**config.mk**
```make
export PLATFORM = sky130hd
export DESIGN_NAME = alioth_timer
export DESIGN_NICKNAME = d
export VERILOG_FILES = /design/src/rtl/alioth_timer.sv
export SDC_FILE = /design/constraint.sdc
export NUM_CORES = 1
export LEC_CHECK = 0
export CAP_MARGIN = 20
export CORE_MARGIN = 3
export CORE_UTILIZATION = 42
export CTS_CLUSTER_SIZE = 28
export DETAILED_ROUTE_END_ITERATION = 8
export DONT_BUFFER_PORTS = 1
export GPL_TIMING_DRIVEN = 0
export PLACE_DENSITY = 0.6
export SYNTH_ARGS = -nofsm -noshare
export SYNTH_HDL_FRONTEND = slang
export SYNTH_SLANG_ARGS = --single-unit
```
**constraint.sdc**
```tcl
create_clock -name clk -period 5.2 [get_ports clk]
set_input_delay 1.56 -clock clk [delete_from_list [all_inputs] [get_ports clk]]
set_output_delay 1.56 -clock clk [all_outputs]
set_load 0.01 [all_outputs]
```
**src/rtl/alioth_timer.sv**
```systemverilog
// Machine timer peripheral: 64-bit mtime advanced by a programmable prescaler,
// 64-bit mtimecmp with sticky pending flag and level interrupt, request/ack slave bus.
module alioth_timer #(
    parameter int ADDR_WIDTH  = 8,
    parameter int PRESC_WIDTH = 16
) (
    input  logic                  clk,
    input  logic                  rst,
    input  logic                  req_i,
    input  logic                  we_i,
    input  logic [ADDR_WIDTH-1:0] addr_i,
    input  logic [31:0]           wdata_i,
    output logic [31:0]           rdata_o,
    output logic                  ack_o,
    output logic                  err_o,
    input  logic                  halt_i,
    output logic                  irq_o
);

    localparam int WORD_W       = ADDR_WIDTH - 2;
    localparam int NUM_REGS     = 7;
    localparam int REG_CTRL     = 0;
    localparam int REG_STATUS   = 1;
    localparam int REG_MTIME_LO = 2;
    localparam int REG_MTIME_HI = 3;
    localparam int REG_CMP_LO   = 4;
    localparam int REG_CMP_HI   = 5;
    localparam int REG_PRESC    = 6;

    // Register state
    logic                   en_reg;
    logic                   auto_reload_reg;
    logic                   irq_en_reg;
    logic                   pend_reg;
    logic [63:0]            mtime_reg;
    logic [63:0]            mtimecmp_reg;
    logic [PRESC_WIDTH-1:0] presc_reg;
    logic [PRESC_WIDTH-1:0] pcnt_reg;
    logic [31:0]            rdata_reg;
    logic                   ack_reg;
    logic                   err_reg;
    logic                   irq_reg;

    // Next-state values
    logic                   en_next;
    logic                   auto_reload_next;
    logic                   irq_en_next;
    logic                   pend_next;
    logic [63:0]            mtime_next;
    logic [63:0]            mtimecmp_next;
    logic [PRESC_WIDTH-1:0] presc_next;
    logic [PRESC_WIDTH-1:0] pcnt_next;
    logic [31:0]            rdata_next;

    // Address decode
    logic [WORD_W-1:0]   word_idx;
    logic                mapped;
    logic [NUM_REGS-1:0] sel;
    logic [NUM_REGS-1:0] wr_sel;
    logic [1:0]          unused_addr_bits;

    assign word_idx         = addr_i[ADDR_WIDTH-1:2];
    assign unused_addr_bits = addr_i[1:0];
    assign mapped           = (word_idx <= WORD_W'(REG_PRESC));

    genvar gi;
    generate
        for (gi = 0; gi < NUM_REGS; gi++) begin : g_decode
            assign sel[gi]    = req_i & (word_idx == WORD_W'(gi));
            assign wr_sel[gi] = sel[gi] & we_i;
        end
    endgenerate

    // Tick and compare datapath
    logic        tick;
    logic [63:0] mtime_inc;
    logic        reload;
    logic        cmp_hit;
    logic        pend_clr;

    assign tick      = en_reg & ~halt_i & (pcnt_reg == presc_reg);
    assign mtime_inc = mtime_reg + 64'd1;
    assign reload    = tick & auto_reload_reg & (mtime_inc >= mtimecmp_reg);
    assign cmp_hit   = (mtime_reg >= mtimecmp_reg);
    assign pend_clr  = wr_sel[REG_STATUS] & wdata_i[0];

    always_comb begin
        pcnt_next = pcnt_reg;
        if (!en_reg) begin
            pcnt_next = '0;
        end else if (!halt_i) begin
            // Free-running compare: a PRESC written below pcnt lets pcnt wrap naturally.
            pcnt_next = tick ? '0 : pcnt_reg + 1'b1;
        end
    end

    always_comb begin
        mtime_next = mtime_reg;
        if (tick) begin
            mtime_next = reload ? 64'd0 : mtime_inc;
        end
        // A bus write overrides only its half; the other half keeps its pre-tick value.
        if (wr_sel[REG_MTIME_LO]) begin
            mtime_next[31:0]  = wdata_i;
            mtime_next[63:32] = mtime_reg[63:32];
        end
        if (wr_sel[REG_MTIME_HI]) begin
            mtime_next[63:32] = wdata_i;
            mtime_next[31:0]  = mtime_reg[31:0];
        end
    end

    generate
        for (gi = 0; gi < 2; gi++) begin : g_cmp_half
            assign mtimecmp_next[32*gi +: 32] =
                wr_sel[REG_CMP_LO + gi] ? wdata_i : mtimecmp_reg[32*gi +: 32];
        end
    endgenerate

    always_comb begin
        en_next          = en_reg;
        auto_reload_next = auto_reload_reg;
        irq_en_next      = irq_en_reg;
        if (wr_sel[REG_CTRL]) begin
            en_next          = wdata_i[0];
            auto_reload_next = wdata_i[1];
            irq_en_next      = wdata_i[2];
        end
    end

    assign presc_next = wr_sel[REG_PRESC] ? wdata_i[PRESC_WIDTH-1:0] : presc_reg;

    // Set beats a simultaneous write-1-to-clear.
    assign pend_next = cmp_hit | reload | (pend_reg & ~pend_clr);

    always_comb begin
        rdata_next = 32'd0;
        if (req_i && !we_i && mapped) begin
            unique case (int'(word_idx))
                REG_CTRL:     rdata_next = {29'd0, irq_en_reg, auto_reload_reg, en_reg};
                REG_STATUS:   rdata_next = {31'd0, pend_reg};
                REG_MTIME_LO: rdata_next = mtime_reg[31:0];
                REG_MTIME_HI: rdata_next = mtime_reg[63:32];
                REG_CMP_LO:   rdata_next = mtimecmp_reg[31:0];
                REG_CMP_HI:   rdata_next = mtimecmp_reg[63:32];
                REG_PRESC:    rdata_next = 32'(presc_reg);
                default:      rdata_next = 32'd0;
            endcase
        end
    end

    always_ff @(posedge clk or negedge rst) begin
        if (!rst) begin
            en_reg          <= 1'b0;
            auto_reload_reg <= 1'b0;
            irq_en_reg      <= 1'b0;
            pend_reg        <= 1'b0;
            mtime_reg       <= 64'd0;
            mtimecmp_reg    <= 64'hFFFF_FFFF_FFFF_FFFF;
            presc_reg       <= '0;
            pcnt_reg        <= '0;
            rdata_reg       <= 32'd0;
            ack_reg         <= 1'b0;
            err_reg         <= 1'b0;
            irq_reg         <= 1'b0;
        end else begin
            en_reg          <= en_next;
            auto_reload_reg <= auto_reload_next;
            irq_en_reg      <= irq_en_next;
            pend_reg        <= pend_next;
            mtime_reg       <= mtime_next;
            mtimecmp_reg    <= mtimecmp_next;
            presc_reg       <= presc_next;
            pcnt_reg        <= pcnt_next;
            rdata_reg       <= rdata_next;
            ack_reg         <= req_i;
            err_reg         <= req_i & ~mapped;
            irq_reg         <= pend_reg & irq_en_reg;
        end
    end

    assign rdata_o = rdata_reg;
    assign ack_o   = ack_reg;
    assign err_o   = err_reg;
    assign irq_o   = irq_reg;

endmodule
```
==> impl_metrics.tcl <==
set metrics [dict create \
    dpl_cell_area_um2 14000 \
    met1_length_um 19100 \
    cp_slowest_stage_delay_ps 600 \
    drive_above_1_share 0.207 \
    instances_no_fill 1874 \
    grt_max_degree 200 \
    start_kind "flop" \
    track_usage 0.273 \
    cp_cell_sequence "buf_4 -> nand3_4 -> or4_4 -> or3_4 -> nor3_4 -> buf_4 -> nand4_1 -> and2_1 -> or2_1 -> ha_1 -> nand4_1 -> buf_4 -> nor3_1 -> a221oi_1 -> o21ai_1 -> nor3_1 -> o2bb2ai_2 -> clkbuf_2 -> o21ai_0 -> nand2_1" \
    synth_mux_area_frac 0.0948 \
    drt_wl_total_um 46400 \
    yosys.area_share.simple 0.174 \
    drc 0 \
    crit_path_max_fanout 10 \
    synth_top_family_by_area "simple AND/OR/NAND/NOR gates" \
    met3_length_um 3580 \
    boundaryPins 80 \
    design_area_um2 15000 \
    ctsLongestPathBuffers 2 \
    via_per_inst 6.15 \
    setup_viol 0 \
    synthTopCellsByCount "dfrtp_1, ha_1, nand2_1, mux2_2, nor2_1" \
    n_antenna_cell 0 \
    finalCritPeriodShare 0.973 \
    dp_hpwl_um 35900 \
    slew_violations 0 \
    synthFlopType "dfrtp_1" \
    die_area_um2 34400 \
    synthAdderAreaFrac 0.120 \
    synth_xor_area_frac 0.0389 \
    cts_made_buffers 17 \
    dr_wl_met2_um 21300 \
    nets 1634 \
    setup_ws_ps 142 \
    synth_most_common_cell "dfrtp_1" \
    yosys_warnings 0 \
    synth_top_cell_area_share 0.250 \
    wl_per_cell_um 24.8 \
    period_minus_slack_ps 5060 \
    start_util 0.427 \
    gp_congestion 0.917 \
    synth_edf_count 0 \
    detail-route-antenna-nets 0 \
    drt_pass1_iterations 8 \
    die_h_um 185 \
    nFillCells 3005 \
    drtIter0Drc 1039 \
    hold_class "reg -> reg" \
    rsz0062_at_grt "true" \
    hold_slack_ps 522 \
    ys_seq_area_frac 0.374 \
    ff_latch_area_um2 5080 \
    dp.cells 1831 \
    synthTopCellsByArea "dfrtp_1, dfstp_2, ha_1" \
    powerDensity_nw_per_um2 361 \
    antenna_found_initial 0 \
    syn_to_final_growth_pct 10.7 \
    finalClockSkew_ps 14.0 \
    synth_area_um2 13500 \
    cp_data_arrival_time_ps 5450 \
    synth_cells 1429 \
    synthArstFlopShare 1.00 \
    cp_slowest_cell "or4_4" \
    cp_common_cell "buf_4" \
    synth-seq-cells 199 \
    core_um2 31600 \
    cts.htree.levels 4 \
    required_ps 5590 \
    yosys.area.top_type "dfrtp_1" \
    die_width_um 185 \
    synth_area_per_cell_um2 9.46 \
    multi_input_area_um2 8100 \
    final_hold_viol_count 0 \
    grt_first_pass_wirelength_um 70400 \
    cts_sinks 199 \
    peakVddDrop_mv 0.267 \
    crit_buf_inv 4 \
    status "finished clean" \
    globalRoute.totalOverflow 0 \
    clkLatencyLatePin_ps 460 \
    tns_ps 0 \
    via_count 11520 \
    p_leak_uw 0.00644 \
    numPortBuffers 0 \
    worstSetupPathType "reg -> reg" \
    worst_pin_slew_ps 938 \
    ys_types 61 \
    routed.top_layer "met4" \
    synth_nets 1604 \
    synth_compound_area_frac 0.157 \
    rows 65 \
    slew-limit-headroom 0.375 \
    worst_setup_hold_path_clk_slew_ps 90 \
    grt_pass1_vias 11627 \
    max_freq_mhz 198 \
    cts_tree "done" \
    max_cap_viol_count 0 \
    crit_family "simple AND/OR/NAND/NOR gates" \
    pre_cts_slack_ps -1260 \
    cts-root-buf "clkbuf_16" \
    endpoint_kind "flop" \
]
## where the power goes
group,leakage (uW),total (uW),switching [uW],internal [uW]
clock,0.000300,1390,722,668
combinational,0.00374,1860,1020,848
sequential,0.00240,2140,367,1770
## stage by stage
stage	power (uW)	util
final	5390	0.473
after global routing	5760	0.473
after CTS	5330	0.466
after detailed placement	3880	0.443
after global placement	3840	0.443
after floorplan	3330	-
## layer usage
layer,global-route usage,up-vias
met5,0,-
met4,0.133,0
met3,0.0634,128
met2,0.443,503
met1,0.343,5612
li1,-,5277
## layout make-up
class / count / share of cell area
timing repair buffer: 14 / 0.00703
buffer: 60 / 0.0182
sequential: 199 / 0.340
tap: 402 / 0.0336
clock inverter: 14 / 0.0116
inverter: 77 / 0.0193
multi-input combinational: 1090 / 0.541
clock buffer: 18 / 0.0294
## cell families (layout without fill, tap and decap cells)
logic type | after synthesis | after routing
AND/OR/NAND/NOR | 469 | 469
AO/OA/AOI/OAI | 317 | 317
flip-flops | 199 | 199
buffers and inverters | 140 | 183
adder cells (fa/ha/maj) | 130 | 130
multiplexers | 114 | 114
XOR/XNOR | 60 | 60
## worst min-delay path: stages (launching register included)
cell	delay, ps
dfstp_2	380
nand2_1	50
a21oi_1	50
## placed cells by master (no fill, tap or decap), types with 14 or more instances in the layout
cell / synthesis / final
nor3_1: 20 / 15
dfrtp_2: 0 / 17
a21oi_1: 73 / 72
a22oi_1: 32 / 32
a222oi_1: 31 / 31
inv_1: 77 / 77
nor2_1: 106 / 103
and3_1: 24 / 24
or2_2: 16 / 16
ha_1: 130 / 128
o21ai_0: 78 / 77
dfrtp_1: 135 / 118
clkbuf_1: 47 / 41
and2_1: 24 / 24
a221oi_1: 19 / 16
nand4_1: 43 / 43
dfstp_2: 64 / 64
nand2_1: 125 / 125
a21o_1: 28 / 28
clkbuf_16: 0 / 17
buf_4: 0 / 15
nor2b_1: 14 / 14
nand3_1: 44 / 39
xnor2_1: 46 / 46
xor2_1: 14 / 14
mux2_2: 112 / 112
## final timing paths
kind / from / end / slack, ps / cells past startpoint
max: mtime_reg[7] / mtime_reg[40] / 140 / 20
min: mtimecmp_reg[43] / rdata_o[11] / 520 / 2
max reg2reg: mtime_reg[7] / mtime_reg[40] / 140 / 20
min reg2reg: mtimecmp_reg[43] / rdata_o[11] / 520 / 2
max in group asynchronous: rst / mtimecmp_reg[38] / 4010 / 0
min in group asynchronous: rst / mtime_reg[48] / 810 / 0
## repair_timing
item | in CTS | in global routing
hold buffers | 0 | 0
endpoints found under the setup margin | 65 | 64
pin swaps | 3 | 14
setup buffers | 4 | 10
gates resized for setup | 19 | 46
Power figures use the tool's default switching activity.
